<file path="src/rtl/rf_wb_arbiter.sv">
// rf_wb_arbiter: schedules ALU results and load returns onto the single
// register-file write port, at most one write per cycle. A small in-order
// queue buffers writes that lose arbitration. Read-after-write hazards on
// the decode read pointers are flagged so decode can stall.
// Optional feature macro: RF_WB_BYPASS_EN adds forwarding outputs carrying
// the youngest pending value for each read pointer and forces hazard low.
module rf_wb_arbiter #(
   parameter int DW    = 8,
   parameter int AW    = 5,
   parameter int NREG  = 9,
   parameter int DEPTH = 4
) (
   input  logic          clk,
   input  logic          reset,
   input  logic          alu_valid,
   input  logic [AW-1:0] alu_ptr,
   input  logic [DW-1:0] alu_data,
   output logic          alu_ready,
   input  logic          ld_valid,
   input  logic [AW-1:0] ld_ptr,
   input  logic [DW-1:0] ld_data,
   output logic          ld_ready,
   input  logic [AW-1:0] rd_ptr_a,
   input  logic [AW-1:0] rd_ptr_b,
   input  logic          rd_b_const,
   output logic          hazard,
   output logic          rf_we,
   output logic [AW-1:0] rf_ptr_w,
   output logic [DW-1:0] rf_di,
   output logic [3:0]    q_count,
   output logic          wb_err
`ifdef RF_WB_BYPASS_EN
   ,
   output logic          fwd_a_valid,
   output logic          fwd_b_valid,
   output logic [DW-1:0] fwd_a_data,
   output logic [DW-1:0] fwd_b_data
`endif
);

   // Highest register index is the hardware overflow register; software
   // writes to it (or beyond) and to the zero register are dropped.
   localparam logic [AW-1:0] OVF_PTR = AW'(NREG - 1);
   // Accepting two new writes while issuing one grows the queue by at most
   // one, so accepting only up to DEPTH-2 entries keeps it from overflowing.
   localparam logic [3:0]    RDY_MAX = 4'(DEPTH - 2);

   typedef struct packed {
      logic [AW-1:0] ptr;
      logic [DW-1:0] data;
   } wb_entry_t;

   wb_entry_t q_mem     [DEPTH];
   wb_entry_t q_mem_nxt [DEPTH];
   logic [3:0] q_cnt;
   logic [3:0] q_cnt_nxt;

   logic      ready;
   logic      alu_acc, ld_acc;
   logic      alu_ok, ld_ok;
   logic      alu_bad, ld_bad;
   logic      issue_v;
   wb_entry_t issue_e;
   wb_entry_t alu_e, ld_e;

   function automatic logic legal_ptr(input logic [AW-1:0] p);
      return (p != '0) && (p < OVF_PTR);
   endfunction

   assign ready     = (q_cnt <= RDY_MAX);
   assign alu_ready = ready;
   assign ld_ready  = ready;
   assign q_count   = q_cnt;

   assign alu_acc = alu_valid & ready;
   assign ld_acc  = ld_valid & ready;
   assign alu_ok  = alu_acc & legal_ptr(alu_ptr);
   assign ld_ok   = ld_acc & legal_ptr(ld_ptr);
   assign alu_bad = alu_acc & ~legal_ptr(alu_ptr);
   assign ld_bad  = ld_acc & ~legal_ptr(ld_ptr);

   assign alu_e = '{ptr: alu_ptr, data: alu_data};
   assign ld_e  = '{ptr: ld_ptr, data: ld_data};

   // Pick the oldest write (queue head, then load, then ALU) for issue and
   // append the remaining accepted writes behind the queue in that order.
   always_comb begin
      int nq;
      q_mem_nxt = q_mem;
      issue_v   = 1'b0;
      issue_e   = '0;
      nq        = int'(q_cnt);
      if (q_cnt != 4'd0) begin
         issue_v = 1'b1;
         issue_e = q_mem[0];
         for (int i = 0; i < DEPTH - 1; i++) begin
            q_mem_nxt[i] = q_mem[i+1];
         end
         q_mem_nxt[DEPTH-1] = '0;
         nq = nq - 1;
      end
      if (ld_ok) begin
         if (!issue_v) begin
            issue_v = 1'b1;
            issue_e = ld_e;
         end else begin
            for (int i = 0; i < DEPTH; i++) begin
               if (i == nq) q_mem_nxt[i] = ld_e;
            end
            nq = nq + 1;
         end
      end
      if (alu_ok) begin
         if (!issue_v) begin
            issue_v = 1'b1;
            issue_e = alu_e;
         end else begin
            for (int i = 0; i < DEPTH; i++) begin
               if (i == nq) q_mem_nxt[i] = alu_e;
            end
            nq = nq + 1;
         end
      end
      q_cnt_nxt = 4'(nq);
   end

   // Queue storage and the registered RF write port; ptr/data hold when idle.
   always_ff @(posedge clk) begin
      if (reset) begin
         for (int i = 0; i < DEPTH; i++) q_mem[i] <= '0;
         q_cnt    <= 4'd0;
         rf_we    <= 1'b0;
         rf_ptr_w <= '0;
         rf_di    <= '0;
      end else begin
         q_mem <= q_mem_nxt;
         q_cnt <= q_cnt_nxt;
         rf_we <= issue_v;
         if (issue_v) begin
            rf_ptr_w <= issue_e.ptr;
            rf_di    <= issue_e.data;
         end
      end
   end

   // Sticky error flag for dropped illegal destinations.
   always_ff @(posedge clk) begin
      if (reset)                 wb_err <= 1'b0;
      else if (alu_bad | ld_bad) wb_err <= 1'b1;
   end

   logic hit_a, hit_b;
   logic chk_a, chk_b;
`ifdef RF_WB_BYPASS_EN
   logic [DW-1:0] yng_a, yng_b;
`endif

   assign chk_a = (rd_ptr_a != '0) && (rd_ptr_a != OVF_PTR);
   assign chk_b = !rd_b_const && (rd_ptr_b != '0) && (rd_ptr_b != OVF_PTR);

   // Match read pointers against the pending set, scanned oldest to youngest
   // so the last match is the value the RF will finally hold.
   always_comb begin
      hit_a = 1'b0;
      hit_b = 1'b0;
`ifdef RF_WB_BYPASS_EN
      yng_a = '0;
      yng_b = '0;
`endif
      if (rf_we && rf_ptr_w == rd_ptr_a) begin
         hit_a = 1'b1;
`ifdef RF_WB_BYPASS_EN
         yng_a = rf_di;
`endif
      end
      if (rf_we && rf_ptr_w == rd_ptr_b) begin
         hit_b = 1'b1;
`ifdef RF_WB_BYPASS_EN
         yng_b = rf_di;
`endif
      end
      for (int i = 0; i < DEPTH; i++) begin
         if (4'(i) < q_cnt) begin
            if (q_mem[i].ptr == rd_ptr_a) begin
               hit_a = 1'b1;
`ifdef RF_WB_BYPASS_EN
               yng_a = q_mem[i].data;
`endif
            end
            if (q_mem[i].ptr == rd_ptr_b) begin
               hit_b = 1'b1;
`ifdef RF_WB_BYPASS_EN
               yng_b = q_mem[i].data;
`endif
            end
         end
      end
      if (ld_ok && ld_ptr == rd_ptr_a) begin
         hit_a = 1'b1;
`ifdef RF_WB_BYPASS_EN
         yng_a = ld_data;
`endif
      end
      if (ld_ok && ld_ptr == rd_ptr_b) begin
         hit_b = 1'b1;
`ifdef RF_WB_BYPASS_EN
         yng_b = ld_data;
`endif
      end
      if (alu_ok && alu_ptr == rd_ptr_a) begin
         hit_a = 1'b1;
`ifdef RF_WB_BYPASS_EN
         yng_a = alu_data;
`endif
      end
      if (alu_ok && alu_ptr == rd_ptr_b) begin
         hit_b = 1'b1;
`ifdef RF_WB_BYPASS_EN
         yng_b = alu_data;
`endif
      end
   end

`ifdef RF_WB_BYPASS_EN
   assign fwd_a_valid = chk_a & hit_a;
   assign fwd_b_valid = chk_b & hit_b;
   assign fwd_a_data  = yng_a;
   assign fwd_b_data  = yng_b;
   assign hazard      = 1'b0;
`else
   assign hazard = (chk_a & hit_a) | (chk_b & hit_b);
`endif

endmodule

</file>
<file path="config.mk">
export PLATFORM = sky130hd
export DESIGN_NAME = rf_wb_arbiter
export DESIGN_NICKNAME = d
export VERILOG_FILES = /design/src/rtl/rf_wb_arbiter.sv
export SDC_FILE = /design/constraint.sdc
export NUM_CORES = 1
export LEC_CHECK = 0
export CAP_MARGIN = 10
export CORE_MARGIN = 8
export CORE_UTILIZATION = 45
export DETAILED_ROUTE_END_ITERATION = 8
export GPL_ROUTABILITY_DRIVEN = 0
export PLACE_DENSITY = 0.68
export SYNTH_ARGS = -nofsm -noshare
export SYNTH_HDL_FRONTEND = slang
export SYNTH_SLANG_ARGS = --single-unit
</file>
<file path="constraint.sdc">
create_clock -name clk -period 4.16 [get_ports clk]
set_input_delay 0.416 -clock clk [delete_from_list [all_inputs] [get_ports clk]]
set_output_delay 0.416 -clock clk [all_outputs]
set_load 0.1 [all_outputs]
</file>
==> results.py <==
metrics = {
    "status": {
        "status": "completed",
    },
    "global_routing": {
        "antenna_violations_before_repair": 0,
        "grt_remaining_overflow": 0,
        "grt_start_max_net_pins": 66,
        "first_global_vias": 4776,
        "grt_usage": 0.1996,
        "grt_first_pass_wirelength_um": 24020,
    },
    "hold_path": {
        "timing.hold.worst_endpoint": "rf_di[4]",
        "timing.hold.worst.start": "rf_di[4]",
        "min_delay_path_depth": 2,
        "kind_of_path_behind_the_tightest_hold_check": "register to register",
    },
    "synth": {
        "synthArstFlopShare": 0,
        "yosysMostFrequentCell": "sky130_fd_sc_hd__nor2_1",
        "netlist.area_leader.share": 0.2809,
        "postSynthAreaPerCell_um2": 8.254,
        "synth_edf_count": 0,
        "netlist_top_cells_count": "sky130_fd_sc_hd__nor2_1 (76), sky130_fd_sc_hd__dfxtp_1 (71), sky130_fd_sc_hd__nand2_1 (52)",
        "ys_dominant_reg_cell": "sky130_fd_sc_hd__dfxtp_1",
        "synth_top_cells_by_area": "sky130_fd_sc_hd__dfxtp_1 (28%), sky130_fd_sc_hd__mux2i_1 (9.5%), sky130_fd_sc_hd__xor2_1 (6.9%)",
        "post_synth_inst_count": 613,
        "netlist_area_pre_place_um2": 5060,
        "synth_warnings": 0,
        "postSynthRegisterBits": 71,
        "synth.yosys.seq_area_share": 0.2809,
        "synth_cell_types": 59,
        "synth_largest_area_cell": "sky130_fd_sc_hd__dfxtp_1",
    },
    "detailed_routing": {
        "num_vias": 4742,
        "drc": 0,
        "drt_pre_antenna_iters": 5,
        "drt_wl_total_um": 14830,
        "vias_per_cell": 5.957,
        "routedWlPerCell_um": 18.63,
        "drtAntennaViolNets": 0,
        "initialDrtViolationCount": 257,
    },
    "sta": {
        "drv_slew": 0,
        "max_clock_freq_ghz": 0.2770,
        "hold_slack_ns": 0.4588,
        "clock-skew-final_ns": 0.01349,
        "layout_worst_path_cycle_share": 0.8678,
        "rsz0062_at_grt": "false",
        "fin_crit_ns": 3.610,
        "setup_tns_ns": 0,
        "hold_violations": 0,
        "final-setup-viol-count": 0,
        "slew_headroom": 0.3458,
        "tightest_slew_ns": 0.9783,
    },
    "clocking": {
        "ctsHtreeMaxLevel": 3,
        "ctsLongestPathBuffers": 2,
        "cts-root-buf": "sky130_fd_sc_hd__clkbuf_8",
        "cts-hold-fix-buffers": 0,
        "clock_tree_from_tritoncts": "built",
        "cts.sink_count": 71,
        "insertion_delay_ns": 0.35,
        "clkSlewWorstSetupHoldPaths_ns": 0.08,
        "numCtsBuffers": 9,
    },
    "critical_path": {
        "startpoint_type": "register",
        "cp_cell_sequence": "ha_1 -> nor2b_1 -> or2b_2 -> inv_1 -> nand2_1 -> a211oi_1 -> a21oi_1 -> inv_1 -> ha_1 -> o21ai_0 -> nor4_4 -> a221oi_1 -> nor3_1",
        "critical-path-top-delay-family": "simple AND/OR/NAND/NOR gates",
        "r2r_end": "q_mem[8]",
        "cpPeakStageDelay_ns": 0.59,
        "timing.critical_path.required_ns": 4.42,
        "cp_slowest_cell": "sky130_fd_sc_hd__nor4_4",
        "reg2reg_slack_ns": 0.55,
        "setup.worst_path.end_class": "register",
        "reg2regPathDepth": 13,
        "reg2reg_from": "q_count[0]",
        "critPathBufInv": 2,
        "timing.critical_path.arrival_ns": 3.87,
        "timing.critical_path.fanout_max": 14,
        "worst_setup_path_type": "register to register",
    },
    "pwr": {
        "largest_vdd_supply_drop_mv": 0.8780,
        "static-leakage-power_nw": 2.307,
        "power_density_nw_per_um2": 706.7,
    },
    "layout": {
        "layout.nets": 705,
        "ratio_of_cells_with_drive_above_1_in_the_final_layout": 0.08537,
        "layout-area-overhead-vs-synth_pct": 17.11,
        "fillerInstances": 1047,
        "finalCoreUtilization": 0.5442,
        "antennaDiodeCount": 0,
    },
    "floorplanning": {
        "die_h_um": 122.0,
        "fp.coreArea_um2": 10890,
        "die-width_um": 122.0,
        "floorplan.io_pins": 63,
        "floorplan.die_area_um2": 14890,
        "initial_utilization": 0.4647,
        "placement_rows": 38,
    },
    "place": {
        "placement.io_buffers": 62,
        "dp_hpwl_um": 10180,
    },
    "run": {
        "drv_cap": 0,
    },
}
[state kept, by name (all words and copies together), names as in the netlist]
name / flops
q_count: 4
rf_ptr_w: 5
rf_we: 1
q_mem: 52
wb_err: 1
rf_di: 8
[cells in the final DEF, fill, tap and decap left out, types with 3 or more instances in the layout]
cell	instances
sky130_fd_sc_hd__nor3_1	21
sky130_fd_sc_hd__ha_1	13
sky130_fd_sc_hd__o211ai_1	3
sky130_fd_sc_hd__a21oi_1	35
sky130_fd_sc_hd__nor4b_4	3
sky130_fd_sc_hd__nor4_1	16
sky130_fd_sc_hd__xnor2_1	33
sky130_fd_sc_hd__a211o_1	25
sky130_fd_sc_hd__a211oi_1	4
sky130_fd_sc_hd__clkdlybuf4s50_1	58
sky130_fd_sc_hd__o22ai_1	7
sky130_fd_sc_hd__mux2i_1	48
sky130_fd_sc_hd__conb_1	9
sky130_fd_sc_hd__inv_1	6
sky130_fd_sc_hd__nand3_1	17
sky130_fd_sc_hd__buf_4	18
sky130_fd_sc_hd__nand2_1	51
sky130_fd_sc_hd__nand4_1	7
sky130_fd_sc_hd__a221oi_1	11
sky130_fd_sc_hd__xor2_1	40
sky130_fd_sc_hd__o21ai_0	16
sky130_fd_sc_hd__and3_1	3
sky130_fd_sc_hd__dfxtp_1	69
sky130_fd_sc_hd__nor2_1	76
sky130_fd_sc_hd__a2111oi_0	7
sky130_fd_sc_hd__clkbuf_8	10
[stage by stage]
stage	instances	cell area, um2	power, W	setup slack, ns
detailed placement	779	5708	0.003611	0.3184
finish	796	5926	0.004188	0.5498
floorplan	620	5107	0.003046	0.01538
CTS	795	5906	0.004183	0.3477
global placement	779	5708	0.003537	0.4676
global route	796	5926	0.004463	0.2789
[worst max-delay path by stage]
| stage | cells past startpoint | endpoint | start | slack, ns |
|---|---|---|---|---|
| 5_1_grt | 13 | q_mem[7] | q_count[0] | 0.28 |
| 6_report | 13 | q_mem[8] | q_count[0] | 0.55 |
| 3_3_place_gp | 11 | q_mem[5] | ld_ptr[0] | 0.47 |
| 4_1_cts | 13 | q_mem[5] | q_count[0] | 0.35 |
| 2_1_floorplan | 17 | q_mem[10] | q_count[0] | 0.02 |
| 3_5_place_dp | 11 | q_mem[5] | ld_ptr[0] | 0.32 |
[cells by family after synthesis]
group	Yosys count	synth area share
buf+inv	65	0.06850
simple gates	219	0.2228
flops	71	0.2809
fa+ha+maj	13	0.03215
compound gates	121	0.1706
xor+xnor	73	0.1264
other cells	2	0.001484
mux	49	0.09718
[cell type report]
class,count,area [um2],share of cell area
multi-input combinational,484,3354,0.5661
sequential,71,1424,0.2403
clock inverter,5,56.30,0.009502
tap,140,175.2,0.02956
timing repair buffer,79,752.0,0.1269
inverter,6,22.52,0.003801
clock buffer,11,141.4,0.02386
[worst reg2reg max path, stage by stage (launching register included)]
cell and delay, ns:
sky130_fd_sc_hd__dfxtp_2 0.41, sky130_fd_sc_hd__ha_1 0.29, sky130_fd_sc_hd__nor2b_1 0.19, sky130_fd_sc_hd__or2b_2 0.36, sky130_fd_sc_hd__inv_1 0.26, sky130_fd_sc_hd__nand2_1 0.20, sky130_fd_sc_hd__a211oi_1 0.28, sky130_fd_sc_hd__a21oi_1 0.13
sky130_fd_sc_hd__inv_1 0.12, sky130_fd_sc_hd__ha_1 0.18, sky130_fd_sc_hd__o21ai_0 0.17, sky130_fd_sc_hd__nor4_4 0.59, sky130_fd_sc_hd__a221oi_1 0.14, sky130_fd_sc_hd__nor3_1 0.21
[per-layer routing]
metal	global-route usage	vias up	wire length, um	part of all wire
li1	-	2245	-	-
met1	0.2454	2288	6386	0.43
met2	0.3246	168	7066	0.48
met3	0.03795	41	875	0.059
met4	0.1056	0	502	0.034
met5	0	-	0	0
[timing repair]
item,4_1_cts,5_1_grt
buffers inserted,0,0
resized for setup,0,1
setup endpoints to repair,0,3
[where the power goes]
part           switching (W)  internal (W)  total [W]
clock               0.000271      0.000294   0.000565
sequential          0.000169      0.000869    0.00104
combinational        0.00172      0.000865    0.00259
(Power assumes the default switching activity.)
